===== src/rtl/gpc15_3_chk_pkg.sv =====
// Shared definitions for the gpc15_3 output checker.
// Holds the run-control state encoding, the GPC operand/result widths and
// the column weights of the two input groups, so the reference model and
// the scoreboard agree on one source of truth.
package gpc15_3_chk_pkg;

   typedef enum logic [1:0] {
      IDLE  = 2'd0,
      RUN   = 2'd1,
      DRAIN = 2'd2,
      DONE  = 2'd3
   } state_t;

   localparam int SRC0_W = 5;
   localparam int SRC1_W = 1;
   localparam int DST_W  = 3;

   localparam int W0 = 1;
   localparam int W1 = 2;

endpackage


===== src/rtl/gpc15_3_ref.sv =====
// Combinational golden model of a (1,5;3) generalised parallel counter.
// Ports:
//    src0 - weight-1 input bits
//    src1 - weight-2 input bit(s)
//    sum  - weighted bit count, 0..7 for the 5+1 configuration
module gpc15_3_ref
   import gpc15_3_chk_pkg::*;
(
   input  logic [SRC0_W-1:0] src0,
   input  logic [SRC1_W-1:0] src1,
   output logic [DST_W-1:0]  sum
);

   // Add the column weight once for every set bit; the largest possible
   // total is 5*1 + 1*2 = 7, which fits the result width exactly.
   always_comb begin
      sum = '0;
      for (int i = 0; i < SRC0_W; i++) begin
         if (src0[i]) begin
            sum = sum + DST_W'(W0);
         end
      end
      for (int j = 0; j < SRC1_W; j++) begin
         if (src1[j]) begin
            sum = sum + DST_W'(W1);
         end
      end
   end

endmodule


===== config.mk =====
export PLATFORM = sky130hd
export DESIGN_NAME = gpc15_3_ref
export DESIGN_NICKNAME = d
export VERILOG_FILES = /design/src/rtl/gpc15_3_chk_pkg.sv /design/src/rtl/gpc15_3_ref.sv
export SDC_FILE = /design/constraint.sdc
export NUM_CORES = 1
export LEC_CHECK = 0
export ABC_AREA = 0
export CAP_MARGIN = 20
export CORE_AREA = 2 2 39 41
export DETAILED_ROUTE_END_ITERATION = 8
export DIE_AREA = 0 0 41 43
export GPL_ROUTABILITY_DRIVEN = 1
export PLACE_DENSITY = 0.38
export SYNTH_ARGS = -nofsm -noshare
export SYNTH_HDL_FRONTEND = slang
export SYNTH_SLANG_ARGS = --single-unit

===== constraint.sdc =====
create_clock -name vclk -period 5.4
set_clock_uncertainty 0.05 [all_clocks]
set_input_delay 1.62 -clock vclk [all_inputs]
set_output_delay 1.62 -clock vclk [all_outputs]
set_load 0.01 [all_outputs]

==> impl_metrics.toml, run 1 <==
[floorplanning]
die_height_um = 43
start_util_pct = 15.7
die_area_um2 = 1760
dieWidth_um = 41
io_pins = 9
rows = 14
core-area_um2 = 1380

[yosys]
syn_inst = 27
synth_warnings = 0
yosysTopAreaCellShare_pct = 23.0
yosysMostFrequentCell = "ha_1"
ys_top_cells_by_count = "ha_1 (4), inv_1 (3), xnor2_1 (3), xor2_1 (3)"
synth_area_um2 = 218
synth_nets = 37
netlist_top_cells_area = "ha_1 (23%), o41ai_4 (13%), xnor2_1 (12%), xor2_1 (12%), inv_1 (5.2%)"
synth_area_leader_cell = "ha_1"
syn_avg_cell_area_um2 = 8.06
synth_cell_type_count = 15
yosysSeqAreaShare_pct = 0

[final_layout]
seq_cells = 0
antenna_cells = 0
drive_gt1_share_pct = 63.0
area_growth_pct = 109
fin_nets = 58
seqCellArea_um2 = 0
clkbuf_count = 0
postLayoutCellArea_um2 = 454

[grt]
overflow = 0
grt_pass1_wl_um = 903
antenna_found_initial = 0
grt_max_degree = 7
grt_usage_pct = 6.69
grt_pass1_vias = 252

[route]
met1_length_um = 198
antenna_left = 0
avgRoutedWirePerCell_um = 8.18
wl_met2_um = 282
first_iter_violations = 3
routed_wirelength_um = 507
vias = 248
top_layer_used = "met3"
dr.pass1.iters = 2
wl_met3_um = 26
remaining_drc_errors = 0
vias_per_cell = 4.00

[sta]
maxSlewViolCount = 0
tightest_slew_ns = 0.314
finalSetupTns_ns = 0
slew_headroom_pct = 79.0
period_needed_ns = 5.27
hold_viol = 0
hold_ws_ns = 3.86
finalCritPeriodShare_pct = 97.5
setup_viol = 0
max_freq_mhz = 190

[critical_path]
critPathKind = "in2out"
cp_slowest_cell = "or2_4"
crit_chain = "buf_6 > inv_4 > ha_4 > and2b_2 > or2_4 > ha_4 > nor2b_2 > nor2_1 > ha_2 > nand2_2 > xnor2_2 > xnor2_1 > xnor2_1 > buf_2"
end_kind = "output port"
startpoint_type = "input pin"
required_ns = 3.73
endpoint = "sum[2]"
startpoint = "src0[0]"
cp_data_arrival_time_ns = 3.60
slowest_delay_ns = 0.26
critPathMaxFanout = 2

[pwr]
p_total_mw = 0.0648
peakVddDrop_uv = 40.7
powerDensity_nw_per_um2 = 143
p_leak_nw = 0.205

[min_path]
hold_path.class = "in2out"

[run]
timing.max_cap.violations = 0

[placement]
io_buffers = 9
place.gp.congestion = 0.623
place_area_um2 = 380

[outcome]
status = "finished, final reports clean"

[clocking]
hold_buffers = 0
routing by layer:
metal	global-route usage [%]	vias up
met5	0	-
met4	0	0
met3	0	0
met2	13.4	6
met1	7.59	115
li1	-	127
worst max-delay path: cells and delay by family:
kind          cells  cell delay [ns]
simple gates      5             0.67
xor+xnor          3             0.47
fa+ha+maj         3             0.55
buf+inv           3             0.30
per-stage QoR:
step	setup WS, ns	cells	utilization (%)
6_report	0.134	62	32.8
5_1_grt	-0.00392	62	32.8
4_1_cts	0.00161	61	31.0
3_5_place_dp	-0.773	59	27.5
3_3_place_gp	-0.742	59	27.5
2_1_floorplan	0.126	27	-
power breakdown:
part           leakage, nW  internal, mW  total [mW]  switching, mW
Sequential               0             0           0              0
Combinational        0.205        0.0374      0.0648         0.0274
Clock                    0             0           0              0
Total                0.205        0.0374      0.0648         0.0274
timing repair:
| action | in CTS | in global routing |
|---|---|---|
| resized for setup | 22 | 9 |
| setup endpoints to repair | 3 | 1 |
| pin swaps | 6 | 6 |
| setup buffers | 2 | 1 |
logic make-up (layout without fill, tap and decap cells):
kind of cell / Yosys count / in the layout / share of synthesized area (%)
AND/OR/NAND/NOR: 11 / 11 / 30.5
XOR/XNOR: 6 / 6 / 24.1
adder cells (fa/ha/maj): 4 / 4 / 23.0
AO/OA/AOI/OAI: 3 / 3 / 17.2
buffers and inverters: 3 / 22 / 5.17
area by class of cell:
class              count  area (µm²)
multi-input cells     24         264
repair buffers        19         156
inverters              3        13.8
fillers              155         930
well taps             16        20.0
how the worst min path moves through the flow:
| stage | start | end | slack, ns | cells after the start |
|---|---|---|---|---|
| finish | src0[1] | sum[2] | 3.86 | 6 |
| CTS | src1 | sum[1] | 3.99 | 4 |
| floorplan | src0[4] | sum[0] | 3.27 | 1 |
| detailed placement | src1 | sum[1] | 4.31 | 4 |
| global route | src0[1] | sum[2] | 3.92 | 6 |
| global placement | src1 | sum[1] | 4.30 | 4 |
cell usage in the layout, fill, tap and decap left out, drive strengths merged:
cell | netlist | routed
xor2 | 3 | 3
nor2 | 1 | 1
and2b | 2 | 2
dlygate4sd2 | 0 | 1
or2 | 1 | 1
inv | 3 | 3
nand2 | 2 | 2
a21oi | 2 | 2
o41ai | 1 | 1
or3 | 1 | 1
clkdlybuf4s50 | 0 | 4
buf | 0 | 14
ha | 4 | 4
nor2b | 1 | 1
xnor2 | 3 | 3
nor3 | 1 | 1
nand3 | 2 | 2
No activity file was read; power rests on OpenSTA's default activity.
==> run 2: changes to the inputs <==
==> constraint.sdc (replaced) <==
create_clock -name vclk -period 5.97
set_clock_uncertainty 0.05 [all_clocks]
set_input_delay 1.791 -clock vclk [all_inputs]
set_output_delay 1.791 -clock vclk [all_outputs]
set_load 0.01 [all_outputs]
==> run 2 against run 1 <==
Routed wire length down 4.3%. Largest power group unchanged. Power down 17%. First-iteration DRC count down 100%. Clock-buffer cell count unchanged. Combinational power down 17%.
==> impl_metrics.toml, run 2 (same netlist as run 1, synthesis figures left out) <==
[sta]
worst_slack_ns = 0.170
hold_viol = 0
tightest_slew_ns = 0.333
maxSlewViolCount = 0
setup_viol = 0
max_freq_mhz = 172
hold_ws_ns = 4.24
finalCritPeriodShare_pct = 97.1
period_needed_ns = 5.80
slew_headroom_pct = 77.8

[final_layout]
seqCellArea_um2 = 0
area_growth_pct = 88.5
final_common_cell = "buf_4"
postLayoutCellArea_um2 = 410
multi_input_area_um2 = 239
n_fill_cell = 153
antenna_cells = 0
fin_nets = 56
drive_gt1_share_pct = 43.2
post-route-util_pct = 29.7
clkbuf_count = 0
most-common-layout-cells = "buf_4 (8), clkdlybuf4s50_1 (4), inv_1 (3), xor2_1 (3)"
seq_cells = 0

[min_path]
hold_depth = 6
worstHoldStart = "src0[2]"
hold_path.class = "in2out"
whs_endpoint = "sum[2]"

[critical_path]
end_kind = "output port"
critPathKind = "in2out"
critPathMaxFanout = 2
cp_data_arrival_time_ns = 3.96
critPathTopFamily = "simple AND/OR/NAND/NOR gates"
cp_slowest_cell = "ha_4"
required_ns = 4.13
cp_num_buf_inv = 3
startpoint_type = "input pin"
crit_chain = "dlygate4sd2_1 > inv_1 > ha_1 > and2b_2 > or2_4 > ha_4 > nor2b_1 > nor2_1 > ha_2 > nand2_2 > xnor2_2 > xnor2_1 > xnor2_1 > buf_2"
cpMostUsedCell = "xnor2_1"
slowest_delay_ns = 0.26

[route]
remaining_drc_errors = 0
antenna_left = 0
avgRoutedWirePerCell_um = 8.08
first_iter_violations = 0
vias_per_cell = 4.10
routed_wirelength_um = 485
dr.pass1.iters = 1
vias = 246

[floorplanning]
die_area_um2 = 1760
core-area_um2 = 1380
dieWidth_um = 41
die_height_um = 43
start_util_pct = 15.7
io_pins = 9
rows = 14

[placement]
place_area_um2 = 380
preCtsSetupSlack_ns = -0.517
place.gp.congestion = 0.581
hpwl_um = 407
io_buffers = 9

[outcome]
status = "finished, final reports clean"

[pwr]
p_leak_nw = 0.202
powerDensity_nw_per_um2 = 132
peakVddDrop_uv = 38.4

[grt]
grt_max_degree = 7
grt_pass1_vias = 197
grt_usage_pct = 5.39
antenna_found_initial = 0
overflow = 0
grt_pass1_wl_um = 731

[clocking]
hold_buffers = 0

[run]
timing.max_cap.violations = 0
run 2: cell types whose count changed in the layout (fill, tap and decap cells not counted), sizes merged:
cell and change:
dlymetal6s2s +1, dlygate4sd2 +1, buf -4
run 2: through the flow:
stage	TNS, ns	total power, mW	instances
2_1_floorplan	0	0.0258	27
3_3_place_gp	-0.978	0.0519	59
3_5_place_dp	-0.988	0.0527	59
4_1_cts	0	0.0507	60
5_1_grt	-0.000814	0.0595	60
6_report	0	0.0540	60
run 2: tightest hold or removal path, cell delays in order:
cell and delay, ns:
dlymetal6s2s_1 0.14, buf_4 0.14, nand3_1 0.09, xnor2_1 0.13
xnor2_1 0.07, buf_2 0.13
run 2: layout make-up:
cell class         count  area share (%)
repair buffers        17            34.1
inverters              3            2.74
well taps             16            4.88
multi-input cells     24            58.2
run 2: worst max path at each step:
stage                     endpoint     from  slack [ns]  depth (start not counted)
after global placement      sum[2]  src0[0]       -0.51                         14
final                       sum[2]  src0[0]        0.17                         14
after CTS                   sum[2]  src0[2]        0.03                         12
after global routing        sum[2]  src0[1]     -0.0008                         14
after detailed placement    sum[2]  src0[0]       -0.52                         13
after floorplan             sum[2]  src0[0]        0.35                         11
run 2: report_power, final:
| part | leakage [nW] | internal, mW | switching (mW) |
|---|---|---|---|
| logic | 0.202 | 0.0307 | 0.0233 |
| registers | 0 | 0 | 0 |
| clock network | 0 | 0 | 0 |
run 2: layer usage:
metal / share of wire (%) / vias to the layer above / GRT usage (%) / routed length (µm)
met1: 39 / 115 / 6.33 / 188
met5: 0 / - / 0 / 0
met2: 57 / 6 / 10.6 / 275
met4: 0 / 0 / 0 / 0
met3: 4.3 / 0 / 0 / 21
li1: - / 125 / - / -
run 2: what timing repair did:
| action | in CTS | in global routing |
|---|---|---|
| gates cloned | 0 | 0 |
| resized for setup | 11 | 6 |
| buffers inserted | 1 | 0 |
| endpoints found under the setup margin | 2 | 1 |
| pin swaps | 3 | 4 |
==> run 3: changes to the inputs <==
==> constraint.sdc (replaced) <==
create_clock -name vclk -period 6.4
set_clock_uncertainty 0.05 [all_clocks]
set_input_delay 1.92 -clock vclk [all_inputs]
set_output_delay 1.92 -clock vclk [all_outputs]
set_load 0.01 [all_outputs]
==> run 3 against run 2 <==
Sequential share of layout area unchanged. Critical path depth is 2 lower. Worst setup slack better by 0.10 ns. Combinational power is essentially flat. Non-clock buffer count stayed put. Core utilization increased by 1.4 points. Highest routed layer unchanged.
==> impl_metrics.toml, run 3 (same netlist as run 1, synthesis figures left out) <==
[sta]
rsz0062_at_grt = "false"
hold_ws_ns = 4.52
hold_viol = 0
worst_slack_ns = 0.274
max_freq_mhz = 163
period_needed_ns = 6.13
maxSlewViolCount = 0
finalCritPeriodShare_pct = 95.7
finalSetupTns_ns = 0
tightest_slew_ns = 0.321
setup_viol = 0
slew_headroom_pct = 78.5

[critical_path]
cp_slowest_cell = "clkdlybuf4s50_1"
critPathTopFamily = "simple AND/OR/NAND/NOR gates"
cp_num_buf_inv = 2
required_ns = 4.43
cp_data_arrival_time_ns = 4.16
cpMostUsedCell = "xnor2_1"
crit_chain = "clkdlybuf4s50_1 > and2b_1 > or2_4 > ha_4 > nor2b_2 > nor2_1 > ha_2 > nand2_2 > xnor2_2 > xnor2_1 > xnor2_1 > buf_2"
critPathMaxFanout = 3
slowest_delay_ns = 0.48
critPathKind = "in2out"
startpoint = "src0[2]"
end_kind = "output port"
startpoint_type = "input pin"

[final_layout]
postLayoutCellArea_um2 = 430
clkbuf_count = 0
antenna_cells = 0
final_common_cell = "buf_4"
area_growth_pct = 97.7
seqCellArea_um2 = 0
most-common-layout-cells = "buf_4 (8), clkdlybuf4s50_1 (5), inv_1 (3)"
seq_cells = 0
post-route-util_pct = 31.1
drive_gt1_share_pct = 45.5
fin_nets = 56
stdcell_count = 60

[grt]
antenna_found_initial = 0
grt_pass1_wl_um = 752
grt_usage_pct = 5.59
grt_pass1_vias = 220
overflow = 0
grt_max_degree = 7

[run]
timing.max_cap.violations = 0

[floorplanning]
die_area_um2 = 1760
dieWidth_um = 41
io_pins = 9
die_height_um = 43
start_util_pct = 15.7
rows = 14
core-area_um2 = 1380

[route]
dr.pass1.iters = 1
antenna_left = 0
vias_per_cell = 4.02
avgRoutedWirePerCell_um = 8.93
first_iter_violations = 0
remaining_drc_errors = 0
vias = 241
routed_wirelength_um = 536

[pwr]
powerDensity_nw_per_um2 = 126
peakVddDrop_uv = 27.2
p_total_mw = 0.0542
p_leak_nw = 0.211

[outcome]
status = "finished, final reports clean"

[min_path]
worstHoldStart = "src0[1]"
hold_path.class = "in2out"
whs_endpoint = "sum[2]"
hold_depth = 6

[placement]
hpwl_um = 405
io_buffers = 9
preCtsSetupSlack_ns = -0.361
place.gp.congestion = 0.584
place_area_um2 = 380
placedCellCount = 59

[clocking]
hold_buffers = 0
-- run 3: cell count changes in the layout (fill, tap and decap cells not counted) --
cell             change
buf_2                -1
clkdlybuf4s50_1      +1
nor2b_1              -1
xor2_2               +1
dlymetal6s2s_1       +1
dlygate4sd2_1        -2
xor2_1               -1
clkdlybuf4s15_1      +1
nor2b_2              +1
-- run 3: how the worst max path moves through the flow --
stage	end	slack, ns	cells after the start
6_report	sum[2]	0.27	12
2_1_floorplan	sum[2]	0.53	11
3_3_place_gp	sum[2]	-0.35	14
4_1_cts	sum[1]	0.01	13
5_1_grt	sum[2]	0.12	12
3_5_place_dp	sum[2]	-0.36	14
-- run 3: repair_timing --
| action | 4_1_cts | 5_1_grt |
|---|---|---|
| pin swaps | 1 | 5 |
| setup endpoints to repair | 2 | 2 |
| setup buffers | 1 | 0 |
| gates resized for setup | 7 | 9 |
-- run 3: routing by layer --
layer	vias up	global-route usage, %	part of all wire [%]
met5	-	0	0
met4	0	0	0
met3	0	0	4.9
met2	6	12.2	63
met1	111	5.38	32
li1	124	-	-
-- run 3: area by class of cell --
| cell class | instances | area, µm² |
|---|---|---|
| multi-input cells | 24 | 249 |
| well taps | 16 | 20.0 |
| repair buffers | 17 | 150 |
| fillers | 155 | 953 |
| inverters | 3 | 11.3 |
-- run 3: report_power, final --
part | leakage [nW] | internal [mW] | switching [mW]
logic | 0.211 | 0.0310 | 0.0232
clock network | 0 | 0 | 0
registers | 0 | 0 | 0
